### src/rtl/mem_bist_pkg.sv
// Shared definitions for the March C- memory BIST: FSM encodings and the march element table.
package mem_bist_pkg;

    localparam logic [2:0] IDLE     = 3'd0;
    localparam logic [2:0] WR       = 3'd1;
    localparam logic [2:0] RD_ISSUE = 3'd2;
    localparam logic [2:0] RD_CHECK = 3'd3;
    localparam logic [2:0] DONE     = 3'd4;

    localparam int unsigned NUM_ELEM = 6;

    typedef struct packed {
        logic dir_up;
        logic has_read;
        logic read_val;
        logic has_write;
        logic write_val;
    } march_elem_t;

    // March C-: up(w0) up(r0,w1) up(r1,w0) down(r0,w1) down(r1,w0) up(r0)
    function automatic march_elem_t march_elem(input logic [2:0] idx);
        march_elem_t e;
        case (idx)
            3'd0:    e = '{dir_up: 1'b1, has_read: 1'b0, read_val: 1'b0, has_write: 1'b1, write_val: 1'b0};
            3'd1:    e = '{dir_up: 1'b1, has_read: 1'b1, read_val: 1'b0, has_write: 1'b1, write_val: 1'b1};
            3'd2:    e = '{dir_up: 1'b1, has_read: 1'b1, read_val: 1'b1, has_write: 1'b1, write_val: 1'b0};
            3'd3:    e = '{dir_up: 1'b0, has_read: 1'b1, read_val: 1'b0, has_write: 1'b1, write_val: 1'b1};
            3'd4:    e = '{dir_up: 1'b0, has_read: 1'b1, read_val: 1'b1, has_write: 1'b1, write_val: 1'b0};
            default: e = '{dir_up: 1'b1, has_read: 1'b1, read_val: 1'b0, has_write: 1'b0, write_val: 1'b0};
        endcase
        return e;
    endfunction

endpackage

### src/rtl/mem_bist_if.sv
// Synchronous memory port bundle between the BIST master and the 32x8 memory.
interface mem_bist_if #(
    parameter int unsigned AW = 5,
    parameter int unsigned DW = 8
);
    logic          read;
    logic          write;
    logic [AW-1:0] addr;
    logic [DW-1:0] data_in;
    logic [DW-1:0] data_out;

    modport master (output read, write, addr, data_in, input data_out);
    modport slave  (input read, write, addr, data_in, output data_out);
endinterface

### src/rtl/mem_bist.sv
// March C- self-test controller: sequences the element table over the memory and
// records pass/fail, the first failing access and a saturating mismatch count.
module mem_bist
    import mem_bist_pkg::*;
#(
    parameter int unsigned   DEPTH = 32,
    parameter int unsigned   AW    = 5,
    parameter int unsigned   DW    = 8,
    parameter logic [DW-1:0] BG    = 8'h00
) (
    input  logic          clk,
    input  logic          rst_n,
    input  logic          start,
    output logic          busy,
    output logic          done,
    output logic          pass,
    output logic [7:0]    err_cnt,
    output logic [AW-1:0] fail_addr,
    output logic [DW-1:0] fail_exp,
    output logic [DW-1:0] fail_got,
    mem_bist_if.master    mem
);

    localparam logic [AW-1:0] LAST = AW'(DEPTH - 1);
    localparam logic [2:0]    LAST_ELEM = 3'(NUM_ELEM - 1);

    logic [2:0]    state;
    logic [2:0]    elem;
    logic          at_end;
    logic          last_op;
    logic [2:0]    step_elem;
    logic [AW-1:0] step_addr;
    logic [DW-1:0] exp_rd;
    logic          mismatch;

    function automatic logic [DW-1:0] pattern(input logic v);
        return v ? ~BG : BG;
    endfunction

    // mem.addr doubles as the march address counter; terminal compare depends on direction.
    always_comb begin
        at_end    = march_elem(elem).dir_up ? (mem.addr == LAST) : (mem.addr == '0);
        last_op   = at_end && (elem == LAST_ELEM);
        step_elem = at_end ? elem + 3'd1 : elem;
        if (at_end)
            step_addr = march_elem(elem + 3'd1).dir_up ? '0 : LAST;
        else
            step_addr = march_elem(elem).dir_up ? mem.addr + 1'b1 : mem.addr - 1'b1;
        exp_rd   = pattern(march_elem(elem).read_val);
        mismatch = (mem.data_out != exp_rd);
    end

    always_ff @(posedge clk or negedge rst_n) begin
        if (!rst_n) begin
            state       <= IDLE;
            elem        <= '0;
            busy        <= 1'b0;
            done        <= 1'b0;
            pass        <= 1'b0;
            err_cnt     <= '0;
            fail_addr   <= '0;
            fail_exp    <= '0;
            fail_got    <= '0;
            mem.read    <= 1'b0;
            mem.write   <= 1'b0;
            mem.addr    <= '0;
            mem.data_in <= '0;
        end else begin
            case (state)
                IDLE, DONE: begin
                    if (start) begin
                        state       <= WR;
                        elem        <= '0;
                        busy        <= 1'b1;
                        done        <= 1'b0;
                        pass        <= 1'b0;
                        err_cnt     <= '0;
                        fail_addr   <= '0;
                        fail_exp    <= '0;
                        fail_got    <= '0;
                        mem.read    <= 1'b0;
                        mem.write   <= 1'b1;
                        mem.addr    <= march_elem(3'd0).dir_up ? '0 : LAST;
                        mem.data_in <= pattern(march_elem(3'd0).write_val);
                    end
                end
                WR: begin
                    // Write is always the last op at an address, so step position here.
                    elem     <= step_elem;
                    mem.addr <= step_addr;
                    if (march_elem(step_elem).has_read) begin
                        state     <= RD_ISSUE;
                        mem.write <= 1'b0;
                        mem.read  <= 1'b1;
                    end else begin
                        state       <= WR;
                        mem.write   <= 1'b1;
                        mem.data_in <= pattern(march_elem(step_elem).write_val);
                    end
                end
                RD_ISSUE: begin
                    state    <= RD_CHECK;
                    mem.read <= 1'b0;
                end
                RD_CHECK: begin
                    if (mismatch) begin
                        if (err_cnt != '1)
                            err_cnt <= err_cnt + 8'd1;
                        if (err_cnt == '0) begin
                            fail_addr <= mem.addr;
                            fail_exp  <= exp_rd;
                            fail_got  <= mem.data_out;
                        end
                    end
                    if (march_elem(elem).has_write) begin
                        state       <= WR;
                        mem.write   <= 1'b1;
                        mem.data_in <= pattern(march_elem(elem).write_val);
                    end else if (last_op) begin
                        state <= DONE;
                        busy  <= 1'b0;
                        done  <= 1'b1;
                        pass  <= (err_cnt == '0) && !mismatch;
                    end else begin
                        elem     <= step_elem;
                        mem.addr <= step_addr;
                        if (march_elem(step_elem).has_read) begin
                            state    <= RD_ISSUE;
                            mem.read <= 1'b1;
                        end else begin
                            state       <= WR;
                            mem.write   <= 1'b1;
                            mem.data_in <= pattern(march_elem(step_elem).write_val);
                        end
                    end
                end
                default: begin
                    state     <= IDLE;
                    mem.read  <= 1'b0;
                    mem.write <= 1'b0;
                end
            endcase
        end
    end

endmodule

### src/flat_wrapper.sv
// flat-port wrapper written by rule: the top's interface ports become plain ports
module mem_bist_flat import mem_bist_pkg::*;
#(
    parameter int unsigned   DEPTH = 32,
    parameter int unsigned   AW    = 5,
    parameter int unsigned   DW    = 8,
    parameter logic [DW-1:0] BG    = 8'h00
)
  (clk, rst_n, start, busy, done, pass, err_cnt, fail_addr, fail_exp, fail_got, mem_read, mem_write, mem_addr, mem_data_in, mem_data_out);
  mem_bist_if #(.AW(AW), .DW(DW)) mem_i ();
  input  logic clk;
  input  logic rst_n;
  input  logic start;
  output logic busy;
  output logic done;
  output logic pass;
  output logic [7:0] err_cnt;
  output logic [AW-1:0] fail_addr;
  output logic [DW-1:0] fail_exp;
  output logic [DW-1:0] fail_got;
  output wire logic [$bits(mem_i.read)-1:0] mem_read;
  output wire logic [$bits(mem_i.write)-1:0] mem_write;
  output wire logic [$bits(mem_i.addr)-1:0] mem_addr;
  output wire logic [$bits(mem_i.data_in)-1:0] mem_data_in;
  input wire logic [$bits(mem_i.data_out)-1:0] mem_data_out;
  assign mem_read = mem_i.read;
  assign mem_write = mem_i.write;
  assign mem_addr = mem_i.addr;
  assign mem_data_in = mem_i.data_in;
  assign mem_i.data_out = mem_data_out;
  mem_bist #(.DEPTH(DEPTH), .AW(AW), .DW(DW), .BG(BG)) u_core (.clk(clk), .rst_n(rst_n), .start(start), .busy(busy), .done(done), .pass(pass), .err_cnt(err_cnt), .fail_addr(fail_addr), .fail_exp(fail_exp), .fail_got(fail_got), .mem(mem_i));
endmodule
### config.mk
export PLATFORM = sky130hd
export DESIGN_NAME = mem_bist_flat
export DESIGN_NICKNAME = d
export VERILOG_FILES = /design/src/rtl/mem_bist_pkg.sv /design/src/rtl/mem_bist_if.sv /design/src/rtl/mem_bist.sv /design/src/flat_wrapper.sv
export SDC_FILE = /design/constraint.sdc
export NUM_CORES = 1
export LEC_CHECK = 0
export BUFFER_PORTS_ARGS = -buffer_cell sky130_fd_sc_hd__buf_2
export CORE_ASPECT_RATIO = 0.7
export CORE_MARGIN = 2
export CORE_UTILIZATION = 25
export DETAILED_ROUTE_END_ITERATION = 10
export SYNTH_ARGS = -nofsm -noshare
export SYNTH_HDL_FRONTEND = slang
export SYNTH_SLANG_ARGS = --single-unit
### constraint.sdc
create_clock -name clk -period 3.1 [get_ports clk]
set_clock_uncertainty 0.1 [all_clocks]
set_input_delay 0.62 -clock clk [delete_from_list [all_inputs] [get_ports clk]]
set_output_delay 0.62 -clock clk [all_outputs]
set_load 0.03 [all_outputs]
==> flow_results.org, run 1 <==
** Status
- Outcome :: complete, no violations

** Placed design
- During placement, the flow inserted port buffers numbering 57.
- Once detailed placement completed, the half-perimeter wirelength came to 4459 um.
- Routability-driven placement finished with a final weighted congestion of 0.8593.

** Pwr
- The internal power of the cells totals 0.0008663 W.
- Switching power of the nets :: 0.0002734 W
- Power per Cell Area :: 378.1 nW/um^2
- In this run the static leakage power is 1.445 nW.
- The share of total power dissipated in combinational logic is 0.081.
- Across the VDD grid, the largest voltage drop is 0.1823 mV.
- Of the total power, the share spent switching nets is 0.2399.
- Sequential Power Share :: 0.471
- Power share of the clock group :: 0.447

** STA
- At the pin with the least slew margin, the transition time is 0.9068 ns.
- Portion of the clock cycle consumed by the worst path in the final layout :: 0.9275
- Post-route setup TNS :: 0 ns
- The worst pin sits at a relative slew slack of 0.3954.
- Highest clock rate :: 347.8 MHz
- The final number of hold-violating endpoints was 0.
- Counting I/O delays and the setup requirement, the final critical path takes 2.875 ns.
- On the final layout, the worst hold slack is 0.3698 ns.
- Setup violations remaining at the end of the flow were counted as 0.
- Number of max-slew violations in the final report :: 0
- Setup repair after global routing left no endpoint under its margin.

** Run
- Max-cap violations in this run came to 0.

** Layout
- The repair_antennas step left the layout with diodes totalling 0.
- Final-stage net count :: 343
- Summing all multi-input logic gate instances after layout gives 1393 um^2.
- Sequential cell area in the final layout :: 975.9 um^2
- The library cell used most frequently in the layout, excluding fill and tap cells, is sky130_fd_sc_hd__buf_2.
- Fraction of layout instances using a drive strength above 1 :: 0.2759
- Fill cells :: 1031
- Area growth from synthesis to final layout :: 19.14%
- Commonest non-fill, non-tap cells in the layout :: sky130_fd_sc_hd__buf_2, sky130_fd_sc_hd__nand2_1, sky130_fd_sc_hd__dfrtp_1

** Floorplanning
- For this design the top-level I/O count stands at 58.
- Number of rows created at floorplan :: 30
- Die boundary width :: 124.2 um
- Effective utilization at floorplan :: 0.2592
- Measured along the y axis, the die boundary spans 88.17 um.
- The die covers 10950 um^2.
- In this run the standard cell core region covers 9759 um^2.

** Yosys
- The share of the Yosys chip area taken by registers is 0.3858.
- The synthesized design contains 39 register bits.
- Synthesis instantiated 60 different standard cells from the library.
- For this run, the number of Yosys warnings is 0.
- Yosys attributes the largest share of cell area to sky130_fd_sc_hd__dfrtp_1, sky130_fd_sc_hd__nand2_1, sky130_fd_sc_hd__ha_1.
- Syn Std Cell Area :: 2530 um^2
- Post-synth net total :: 297
- Among all flip-flop cells after synthesis, the most frequent one is sky130_fd_sc_hd__dfrtp_1.
- Async SR Flop Fraction :: 1.000
- Synthesis handed over a netlist of 273 instances.
- sky130_fd_sc_hd__dfrtp_1 takes more of the synthesized area than any other cell.
- In this run, synthesis inferred 0 flip-flops with an integrated enable.
- Post-synthesis average cell area :: 9.267 um^2
- The share of synthesized area in the top cell type comes to 0.3858.

** Detailed routing
- Vias post-DR :: 2117
- Via count normalized by instance count :: 4.736
- The first TritonRoute pass finished after 4 iterations.
- After the first detailed-routing iteration, the DRC count stood at 134.
- For this run, design rule violations remaining after detail routing come to 0.
- Summed over all layers, the routed wires come to 6113 um.
- The detail route stage leaves a number of antenna-violating nets equal to 0.
- Dividing the detail-routed wire length by the instance count gives 13.68 um.

** Global routing
- Global routing usage summed across all routing layers :: 0.1167
- Final global-route overflow total :: 0
- The via count of the first global-routing pass was 1987.
- Entering global routing, the biggest net connects 40 pins.
- The first global-routing pass estimated 10460 um of wire.
- Antenna violations before repair :: 0

** CTS
- CTS tree :: built
- Buffers inserted to repair hold after CTS numbered 0.
- Counting the buffers created by CTS gives 5.
- Clock-pin slew was measured on the worst setup and hold paths at 0.06 ns.
- In this run the number of H-tree levels came out at 2.
- Worst-case clock buffer depth :: 2
- The later pin in the worst-skew pair is clocked with a latency of 0.28 ns.
- Cell chosen for the clock root :: sky130_fd_sc_hd__clkbuf_16
- Num Clock Sinks :: 39

** Setup path
- In this run the worst path has a maximum fanout of 7.
- Crit start category :: flop
- Arrival time of data at the critical path endpoint :: 2.94 ns
- Worst EP required :: 3.17 ns
- Longest individual stage delay on the worst path :: 0.46 ns
- Classification of the worst setup path :: reg2reg
- For this design, the slowest cell found on the critical path is sky130_fd_sc_hd__dfrtp_1.
- Category of the worst setup path capture point :: flop
- Cell-by-cell listing of the critical path :: inv_1, ha_2, nor4_4, a22oi_4, inv_2, fa_1, a21o_1, a21oi_1, xnor2_1, a31oi_1, o22a_1

** Worst hold path
- The min-delay analysis places its worst path in the category in2async.
through the flow:
stage                 util  instances  area (um^2)  power [W]  worst slack, ns
finish              0.3088        447         3014   0.001140           0.2249
global route        0.3088        447         3014   0.001186          0.03098
CTS                 0.3077        447         3003   0.001157           0.1370
detailed placement  0.2929        440         2859  0.0006414           0.1613
global placement    0.2929        440         2859  0.0006393           0.2742
floorplan                -        273         2530  0.0005979           0.4006
Yosys cell counts (5+ instances only):
cell and number:
sky130_fd_sc_hd__nand2_1 44, sky130_fd_sc_hd__dfrtp_1 39, sky130_fd_sc_hd__nor2_1 23, sky130_fd_sc_hd__o21ai_1 21, sky130_fd_sc_hd__buf_4 14, sky130_fd_sc_hd__ha_1 12, sky130_fd_sc_hd__a21o_1 7, sky130_fd_sc_hd__inv_1 6
sky130_fd_sc_hd__xor2_1 6, sky130_fd_sc_hd__and3_1 5, sky130_fd_sc_hd__nand4_1 5, sky130_fd_sc_hd__nor3_1 5, sky130_fd_sc_hd__o21ai_0 5
power groups by stage:
stage / Sequential, W / Combinational (W) / Clock [W]
final: 0.000537 / 0.0000928 / 0.000510
after global routing: 0.000540 / 0.000103 / 0.000544
after CTS: 0.000537 / 0.0000949 / 0.000525
after detailed placement: 0.000546 / 0.0000951 / 0
after global placement: 0.000546 / 0.0000936 / 0
after floorplan: 0.000580 / 0.0000178 / 0
worst max-delay path: cells and delay by family, from the launching register on:
kind / cells / cell delay [ns]
AOI/OAI and AO/OA: 5 / 0.93
adders and majority gates: 2 / 0.71
DFF: 1 / 0.46
buffers and inverters: 2 / 0.35
xor gates and xnor gates: 1 / 0.16
and+or+nand+nor: 1 / 0.07
layer usage:
metal,vias to the layer above,global-route usage,wire length (um)
met4,0,0.01226,4
met2,49,0.1664,2461
met1,1010,0.1776,3281
met5,-,0,0
li1,1056,-,-
met3,2,0.03543,364
area by class of cell:
type / count / share of cell area
Sequential cell: 39 / 0.3238
Inverter: 7 / 0.008717
Clock inverter: 1 / 0.001660
Clock buffer: 6 / 0.04608
Multi-Input combinational cell: 205 / 0.4620
Tap cell: 128 / 0.05313
Timing Repair Buffer: 61 / 0.1046
logic make-up (layout without fill, tap and decap cells):
group,count (synthesis),after routing,synth area share
muxes,6,6,0.03314
AOI/OAI and AO/OA,68,68,0.1944
DFF,39,39,0.3858
and+or+nand+nor,110,110,0.2235
adders and majority gates,13,13,0.06726
xor gates and xnor gates,8,8,0.02770
buffers and inverters,29,75,0.06824
final timing paths:
path | start | end | slack [ns] | cells after the start
worst max-delay path | u_core.elem[0] | u_core.mem.addr[4] | 0.22 | 11
worst min-delay path | rst_n | u_core.mem.addr[2] | 0.37 | 1
worst max register to register | u_core.elem[0] | u_core.mem.addr[4] | 0.22 | 11
worst min register to register | u_core.done | u_core.done | 0.40 | 1
max in group asynchronous | rst_n | u_core.fail_got[4] | 1.95 | 1
min in group clk | u_core.done | u_core.done | 0.40 | 1
sequential cells by signal, indices dropped and copies added, names as in the netlist:
register and cells:
u_core.mem.data_in 1, u_core.mem.read 1, u_core.state 3, u_core.done 1
u_core.mem.addr 5, u_core.fail_exp 1, u_core.fail_addr 5, u_core.err_cnt 8
u_core.fail_got 8, u_core.busy 1, u_core.elem 3, u_core.pass 1
u_core.mem.write 1
what timing repair did:
item / 4_1_cts / 5_1_grt
buffers inserted: 0 / 0
gates resized for setup: 0 / 2
setup endpoints to repair: 0 / 1
No activity file was read; power rests on OpenSTA's default activity.
==> run 2: changes to the inputs <==
==> constraint.sdc (replaced) <==
create_clock -name clk -period 3.2 [get_ports clk]
set_clock_uncertainty 0.1 [all_clocks]
set_input_delay 0.64 -clock clk [delete_from_list [all_inputs] [get_ports clk]]
set_output_delay 0.64 -clock clk [all_outputs]
set_load 0.03 [all_outputs]
==> run 2 against run 1 <==
Against the previous run: routed wire length fell by 2.8%; sequential share of layout area decreased by 0.067 points; design area rose by 0.21%; cell count unchanged; clock power grew 12%; hold slack gained 0.015 ns; sequential power down 3%.
==> flow_results.org, run 2 (synthesis gave the netlist of run 1 again) <==
** Status
- The run finished with clean final reports.

** Layout
- The area growth from synthesis to layout is 19.39%.
- Final-stage net count :: 342 (-0.29%)
- The share of the core filled with cells was 0.3095 (+0.0006410).
- Leaving out fill and tap cells, the most frequent cell in the layout is sky130_fd_sc_hd__buf_2.
- Area taken by multi-input logic gates :: 1381 um^2 (-0.81%)
- The total area of sequential cells came to 975.9 um^2 (unchanged).
- The largest registers in the layout are u_core.err_cnt x8, u_core.fail_got x8.
- Final antenna diode count :: 0 (unchanged)
- Fill cells :: 1025 (-0.58%)
- In the layout the commonest cells are sky130_fd_sc_hd__buf_2, sky130_fd_sc_hd__nand2_1, sky130_fd_sc_hd__dfrtp_1.
- The share of final-layout standard cells stronger than drive strength 1 came to 0.2727 (-0.003135).

** Setup path
- For this design, the slowest cell found on the critical path is sky130_fd_sc_hd__dfrtp_1.
- By startpoint and endpoint, the worst setup path is classified as reg2reg.
- The kind of cell with the highest combined delay along the critical path is compound AO/OA/AOI/OAI gates.
- The worst setup path is launched from a flop.
- The worst stage delay on the critical path is 0.46 ns (about the same).
- The worst setup path is captured at a flop.
- Walking the worst path, the cells encountered are inv_1, ha_1, nor4_2, a22oi_4, inv_2, ha_1, a21o_1, a21oi_1, xnor2_1, a31oi_1, o22a_1.
- In this design, the critical path's most frequently occurring cell is sky130_fd_sc_hd__ha_1.
- The required time of the worst setup path came to 3.27 ns (+0.10 ns).
- Buffering stage count on the worst path with inverters included :: 2 (unchanged)
- Arrival time of data at the critical path endpoint :: 3.01 ns (+0.07 ns)
- The largest driver fanout on the critical path is 7 (unchanged).

** Global routing
- Met1 track demand over resource in global routing :: 0.1761 (-0.001496)
- The number of antenna violations at the first check in global routing was 0 (unchanged).
- Final global-route overflow total :: 0 (unchanged)
- The wire length of the first global-routing pass is 10320 um (-1.3%).
- Number of global-route vias before repair :: 1993 (+0.30%)
- M2 GR Usage :: 0.1575 (-0.008942)
- The aggregate global-route resource usage is 0.1155 (-0.001193).
- The maximum number of pins on one net before global-route repair came to 40 (unchanged).
- The met3 demand-to-capacity share in global routing is 0.03787 (+0.002443).
- In this run the most used layer during global routing was met1.

** STA
- Portion of the clock cycle consumed by the worst path in the final layout :: 0.9213 (-0.006194)
- The final setup TNS was 0 ns (unchanged).
- The final setup violation count was 0 (unchanged).
- The final critical-path required period came to 2.948 ns (+0.07292 ns).
- Highest clock rate :: 339.2 MHz (-2.5%)
- Setup repair after global routing missed its margin :: no
- The worst-case headroom to the max-slew limit came to 0.4058 (+0.01036).
- The slew at the pin closest to its max-slew limit came to 0.8913 ns (-0.01553 ns).
- The final number of hold-violating endpoints is 0 (unchanged).
- Hold_ws :: 0.3851 ns (+0.01536 ns)
- Number of max-slew violations in the final report :: 0 (unchanged)

** CTS
- The number of H-tree levels came to 2 (unchanged).
- Post-CTS sizing :: 0 (unchanged)
- Clock slew at the register clock pins of the worst setup and hold paths :: 0.06 ns (about the same)
- Post-cts hold buffer count :: 0 (unchanged)
- The buffer count from post-CTS setup fixing is 0 (unchanged).
- Worst-case clock buffer depth :: 2 (unchanged)
- Num Clock Sinks :: 39 (unchanged)
- The source-to-sink clock delay at the later pin of the worst-skew pair was 0.28 ns (about the same).
- Number of buffers created by CTS :: 5 (unchanged)
- The root buffer cell chosen for the clock tree is sky130_fd_sc_hd__clkbuf_16.
- TritonCTS built the clock tree.

** Placed design
- The half-perimeter wire length of the detailed placement result is 4438 um (-0.46%).
- The count of input and output buffers came to 57 (unchanged).
- RePlAce Congestion :: 0.8557 (-0.42%)

** Floorplanning
- The width of the die came to 124.2 um (unchanged).
- The floorplan die height is 88.17 um (unchanged).
- The area inside the core boundary was 9759 um^2 (unchanged).
- The overall die area is 10950 um^2 (unchanged).
- Effective utilization at floorplan :: 0.2592 (unchanged)
- The number of top-level pins came to 58 (unchanged).
- Number of rows created at floorplan :: 30 (unchanged)

** Pwr
- Power per Cell Area :: 390.3 nW/um^2 (+3.2%)
- The maximum VDD drop is 0.2401 mV (+32%).
- Total leakage power :: 1.451 nW (+0.43%)

** Detailed routing
- The final routed DRC violation total is 0 (unchanged).
- Drt total wl :: 5940 um (-2.8%)
- DRT iter0 DRCs :: 146 (+9.0%)
- The antenna violation net count after detailed routing was 0 (unchanged).
- The via count normalized by instance count is 4.655 (-1.7%).
- DR pass1 iterations :: 4 (unchanged)
- The via count is 2081 (-1.7%).
- Average wire per cell in the routed design :: 13.29 um (-2.8%)

** Run
- Number of max-cap violations :: 0 (unchanged)

** Worst hold path
- The tightest min-delay check is of the in2async type.
==> run 2: per-stage QoR <==
| stage | area, um^2 | std cells | setup WS, ns | total power (W) |
|---|---|---|---|---|
| after floorplan | 2530 | 273 | 0.5006 | 0.0005792 |
| after global placement | 2851 | 439 | 0.3742 | 0.0006193 |
| after detailed placement | 2851 | 439 | 0.2814 | 0.0006211 |
| after CTS | 3020 | 447 | 0.2506 | 0.001198 |
| after global routing | 3020 | 447 | 0.04937 | 0.001233 |
| final | 3020 | 447 | 0.2520 | 0.001179 |
==> run 2: final timing paths <==
check                      cells after the start                  to  slack (ns)            from
min in group clk                               1         u_core.done        0.40     u_core.done
hold / removal                                 1  u_core.mem.addr[2]        0.39           rst_n
hold reg to reg                                1         u_core.done        0.40     u_core.done
setup / recovery                              11  u_core.mem.addr[4]        0.25  u_core.elem[0]
max in group asynchronous                      1   u_core.err_cnt[2]        2.05           rst_n
setup reg to reg                              11  u_core.mem.addr[4]        0.25  u_core.elem[0]
==> run 2: power by group <==
part	switching (W)	total [W]	leakage (nW)	internal (W)
registers	0.0000104	0.000520	0.490	0.000509
logic	0.0000644	0.0000897	0.878	0.0000252
clock network	0.000202	0.000569	0.0838	0.000368
==> run 2: routing by layer <==
| metal | routed length [um] | vias up |
|---|---|---|
| met5 | 0 | - |
| met4 | 16 | 0 |
| met3 | 417 | 2 |
| met2 | 2390 | 56 |
| met1 | 3116 | 971 |
| li1 | - | 1052 |
==> run 2: layout make-up <==
class / count / area share
repair buffers: 60 / 0.1019
well taps: 128 / 0.05302
inverters: 7 / 0.008699
multi-input cells: 205 / 0.4573
clock inverters: 3 / 0.01450
flip-flops and latches: 39 / 0.3231
clock buffers: 5 / 0.04142
==> run 3: changes to the inputs <==
--- a/config.mk
+++ b/config.mk
@@ -5,11 +5,12 @@
 export SDC_FILE = /design/constraint.sdc
 export NUM_CORES = 1
 export LEC_CHECK = 0
+export ABC_AREA = 1
 export BUFFER_PORTS_ARGS = -buffer_cell sky130_fd_sc_hd__buf_2
 export CORE_ASPECT_RATIO = 0.7
-export CORE_MARGIN = 2
 export CORE_UTILIZATION = 25
 export DETAILED_ROUTE_END_ITERATION = 10
+export SETUP_SLACK_MARGIN = 0.4
 export SYNTH_ARGS = -nofsm -noshare
 export SYNTH_HDL_FRONTEND = slang
 export SYNTH_SLANG_ARGS = --single-unit
==> run 3 against run 2 <==
Against the previous run: sequential share of layout area rose by 0.57 points; die area shrank 4.9%; global-route usage is 0.29 points higher; critical path type unchanged; highest routed layer is now met5.
==> flow_results.org, run 3 <==
** Status
- The flow ran to the end, and the final reports show no timing, DRC or antenna violations.

** Yosys
- Post-synthesis average cell area :: 8.094 um^2 (-13%)
- Ranking of synthesized cells by instance count :: sky130_fd_sc_hd__nand2_1, sky130_fd_sc_hd__dfrtp_1, sky130_fd_sc_hd__inv_1, sky130_fd_sc_hd__nand3_1, sky130_fd_sc_hd__o21ai_0
- The number of synthesized flops with an enable pin is 0 (unchanged).
- Post-synth top flop :: sky130_fd_sc_hd__dfrtp_1
- sky130_fd_sc_hd__dfrtp_1 takes more of the synthesized area than any other cell.
- The area of the mapped netlist is 2501 um^2 (-1.1%).
- Share of Yosys cell area claimed by the top area cell type :: 0.3902 (+0.004438)
- Unique masters post-synth :: 35 (-42%)
- Synth Warn # :: 0 (unchanged)
- The sequential cell area fraction in the yosys report was 0.3902 (+0.004438).
- Post-synth net total :: 333 (+12%)
- Ranked by total cell area, the synthesized netlist is headed by sky130_fd_sc_hd__dfrtp_1, sky130_fd_sc_hd__nand2_1, sky130_fd_sc_hd__ha_1.
- The share of flip-flops with an asynchronous set or reset is 1.000 (unchanged).
- The number of instances in the synthesized netlist came to 309 (+13%).
- Library cell with the highest instance count after synthesis :: sky130_fd_sc_hd__nand2_1
- The synthesis-stage register bit count was 39 (unchanged).

** CTS
- The total of hold buffers inserted after clock tree synthesis was 0 (unchanged).
- Clock slew at the register clock pins of the worst setup and hold paths :: 0.06 ns (about the same)
- Worst-case clock buffer depth :: 2 (unchanged)
- Number of buffers added for setup after CTS :: 0 (unchanged)
- TritonCTS built the clock tree.
- Cell chosen for the clock root :: sky130_fd_sc_hd__clkbuf_16
- Number of levels in the clock H-tree :: 2 (unchanged)
- The source-to-sink clock delay at the later pin of the worst-skew pair is 0.27 ns (about the same).
- The total CTS buffers was 5 (unchanged).
- Num Clock Sinks :: 39 (unchanged)

** Layout
- The fill cell instance count of the final layout is 1034 (+0.88%).
- The share of the core filled with cells came to 0.3053 (-0.004210).
- Leaving out fill and tap cells, the most frequent cells in the layout are sky130_fd_sc_hd__buf_2, sky130_fd_sc_hd__nand2_1, sky130_fd_sc_hd__dfrtp_1.
- The layout net count is 378 (+11%).
- Most common cell after layout, fill and taps aside :: sky130_fd_sc_hd__buf_2
- Fraction of layout instances using a drive strength above 1 :: 0.2768 (+0.004109)
- Area growth from synthesis to final layout :: 18.66%
- The number of non-filler instances in the completed layout is 482 (+7.8%).
- Layout Cell Area excl Fill :: 2968 um^2 (-1.7%)
- The diode insertion count for antenna repair was 0 (unchanged).
- In the final layout, the registers with the most flip-flops are u_core.err_cnt x8, u_core.fail_got x8.

** Placed design
- I/O Buffers :: 57 (unchanged)
- The half-perimeter wire length of the detailed placement result was 4476 um (+0.85%).
- The placed standard-cell area is 2809 um^2 (-1.5%).
- RePlAce Congestion :: 0.8103 (-5.3%)
- The cell count after placement came to 475 (+8.2%).

** Global routing
- The total overflow reported by the global router is 0 (unchanged).
- Maximum number of pins on one net before global-route repair :: 40 (unchanged)
- Global routing usage summed across all routing layers :: 0.1184 (+0.002921)
- The via count of the first global-routing pass came to 2022 (+1.5%).
- The number of antenna violations at the first check in global routing came to 1 (+1).
- First-pass GRT wire length :: 9832 um (-4.7%)

** STA
- Count of final hold-check violations :: 0 (unchanged)
- The worst-case headroom to the max-slew limit came to 0.3903 (-0.01547).
- Portion of the clock cycle consumed by the worst path in the final layout :: 0.8117 (-0.1096)
- Final number of setup-violating endpoints :: 0 (unchanged)
- The maximum clock rate is 385.0 MHz (+13%).
- Setup repair after global routing left no endpoint under its margin.
- The final critical-path required period came to 2.597 ns (-0.3506 ns).
- Number of max-slew violations in the final report :: 0 (unchanged)
- The slew at the pin closest to its max-slew limit was 0.9145 ns (+0.02320 ns).
- The final setup TNS is 0 ns (unchanged).

** Worst hold path
- The path class of the tightest hold or removal check is reg2reg.

** Floorplanning
- Die boundary width :: 121.6 um (-2.2%)
- IO Count :: 58 (unchanged)
- The floorplan die height is 85.69 um (-2.8%).
- The starting density of the core came to 0.2573 (-0.001959).
- Number of rows created at floorplan :: 30 (unchanged)
- The overall die area is 10420 um^2 (-4.9%).
- Core outline area :: 9722 um^2 (-0.38%)

** Detailed routing
- Post-route DRC violation count :: 0 (unchanged)
- The first-pass iteration count of the detailed router is 4 (unchanged).
- Via count normalized by instance count :: 4.533 (-2.6%)
- Antenna Violating Nets Remaining :: 0 (unchanged)
- Average wire per cell in the routed design :: 12.13 um (-8.7%)
- Drt total wl :: 5849 um (-1.5%)
- Vias post-DR :: 2185 (+5.0%)
- DRT iter0 DRCs :: 107 (-27%)

** Pwr
- Final total power :: 0.002193 W (+86%)
- Total leakage power :: 1.549 nW (+6.8%)
- The maximum VDD drop was 0.2605 mV (+8.5%).
- Power per Cell Area :: 738.8 nW/um^2 (+89%)

** Setup path
- Arrival time of data at the critical path endpoint :: 2.66 ns (-0.35 ns)
- The critical path goes through inv_2, ha_1, nand2_1, nand2_2, nand3_2, inv_2, fa_1, nand2_1, inv_1, or2_2, a21oi_1, xnor2_1, o21ai_0, o21ai_1.
- The worst stage delay on the critical path was 0.43 ns (-0.03 ns).
- The required time of the worst setup path was 3.26 ns (about the same).
- Classification of the worst setup path :: reg2reg
- Category of the worst setup path capture point :: flop
- STA classifies the critical path startpoint as a flop.
- The slowest stage of the critical path belongs to the cell sky130_fd_sc_hd__dfrtp_1.
- Kind of cell adding the most delay to the critical path :: adder cells
- Biggest fanout along the worst timing path :: 6 (-1)
- Buffering stage count on the worst path with inverters included :: 3 (+1)

** Run
- Number of max-cap violations :: 0 (unchanged)
-- run 3: cell types whose count changed after synthesis, moves of 5 or more --
| cell | change |
|---|---|
| sky130_fd_sc_hd__a21o_1 | -7 |
| sky130_fd_sc_hd__nand2_2 | +5 |
| sky130_fd_sc_hd__o21ai_0 | +17 |
| sky130_fd_sc_hd__o21ai_1 | -13 |
| sky130_fd_sc_hd__nand2_1 | +9 |
| sky130_fd_sc_hd__o21ai_2 | +5 |
| sky130_fd_sc_hd__and3_1 | -5 |
| sky130_fd_sc_hd__nand4_1 | +5 |
| sky130_fd_sc_hd__nand3_1 | +26 |
| sky130_fd_sc_hd__inv_1 | +27 |
| sky130_fd_sc_hd__or2_2 | +5 |
-- run 3: repair_timing --
item                       4_1_cts  5_1_grt
setup endpoints to repair        0        3
hold endpoints to repair         0        0
resized for setup                0        3
-- run 3: layout make-up --
cell class / count / area (um^2) / share of cell area
clock inverters: 1 / 30.03 / 0.01012
repair buffers: 58 / 292.8 / 0.09865
flip-flops and latches: 39 / 975.9 / 0.3288
inverters: 38 / 142.6 / 0.04806
multi-input cells: 212 / 1237 / 0.4169
clock buffers: 6 / 128.9 / 0.04342
well taps: 128 / 160.2 / 0.05396
-- run 3: final timing paths --
kind / startpoint / endpoint / slack, ns / depth (start not counted)
max: u_core.elem[0] / u_core.mem.addr[4] / 0.60 / 14
min: u_core.mem.write / u_core.mem.write / 0.39 / 2
max reg2reg: u_core.elem[0] / u_core.mem.addr[4] / 0.60 / 14
min reg2reg: u_core.mem.write / u_core.mem.write / 0.39 / 2
max in group asynchronous: rst_n / u_core.fail_got[3] / 2.03 / 1
min in group asynchronous: rst_n / u_core.fail_got[5] / 0.41 / 1
-- run 3: cell families after synthesis --
kind of cell	share of synthesized area
xor+xnor	0.02801
buf+inv	0.1151
simple gates	0.2831
fa+ha+maj	0.06803
flops	0.3902
compound gates	0.1156
-- run 3: worst reg2reg max path, stage by stage, from the launching register on --
cell                      delay, ns
sky130_fd_sc_hd__dfrtp_1       0.43
sky130_fd_sc_hd__inv_2         0.10
sky130_fd_sc_hd__ha_1          0.25
sky130_fd_sc_hd__nand2_1       0.09
sky130_fd_sc_hd__nand2_2       0.07
sky130_fd_sc_hd__nand3_2       0.12
sky130_fd_sc_hd__inv_2         0.08
sky130_fd_sc_hd__fa_1          0.38
sky130_fd_sc_hd__nand2_1       0.07
sky130_fd_sc_hd__inv_1         0.04
sky130_fd_sc_hd__or2_2         0.26
sky130_fd_sc_hd__a21oi_1       0.15
sky130_fd_sc_hd__xnor2_1       0.08
sky130_fd_sc_hd__o21ai_0       0.17
sky130_fd_sc_hd__o21ai_1       0.08
-- run 3: report_power, final --
group | internal [W] | total, W | switching, W | leakage, nW
Sequential | 0.000603 | 0.000697 | 0.0000937 | 0.528
Combinational | 0.000269 | 0.000953 | 0.000684 | 0.945
Clock | 0.000363 | 0.000543 | 0.000180 | 0.0769
Total | 0.00123 | 0.00219 | 0.000958 | 1.55
-- run 3: through the flow --
| step | hold WS, ns | setup WS (ns) |
|---|---|---|
| 3_5_place_dp | 0.3750 | 0.5071 |
| 6_report | 0.3870 | 0.6025 |
| 2_1_floorplan | 0.2444 | 0.7412 |
| 3_3_place_gp | 0.3582 | 0.6270 |
| 4_1_cts | 0.3960 | 0.4962 |
| 5_1_grt | 0.4266 | 0.4290 |
-- run 3: per-layer routing --
| metal | routed length (um) | track usage |
|---|---|---|
| met5 | 10 | 0 |
| met4 | 26 | 0.02245 |
| met3 | 436 | 0.04056 |
| met2 | 2418 | 0.1705 |
| met1 | 2958 | 0.1704 |
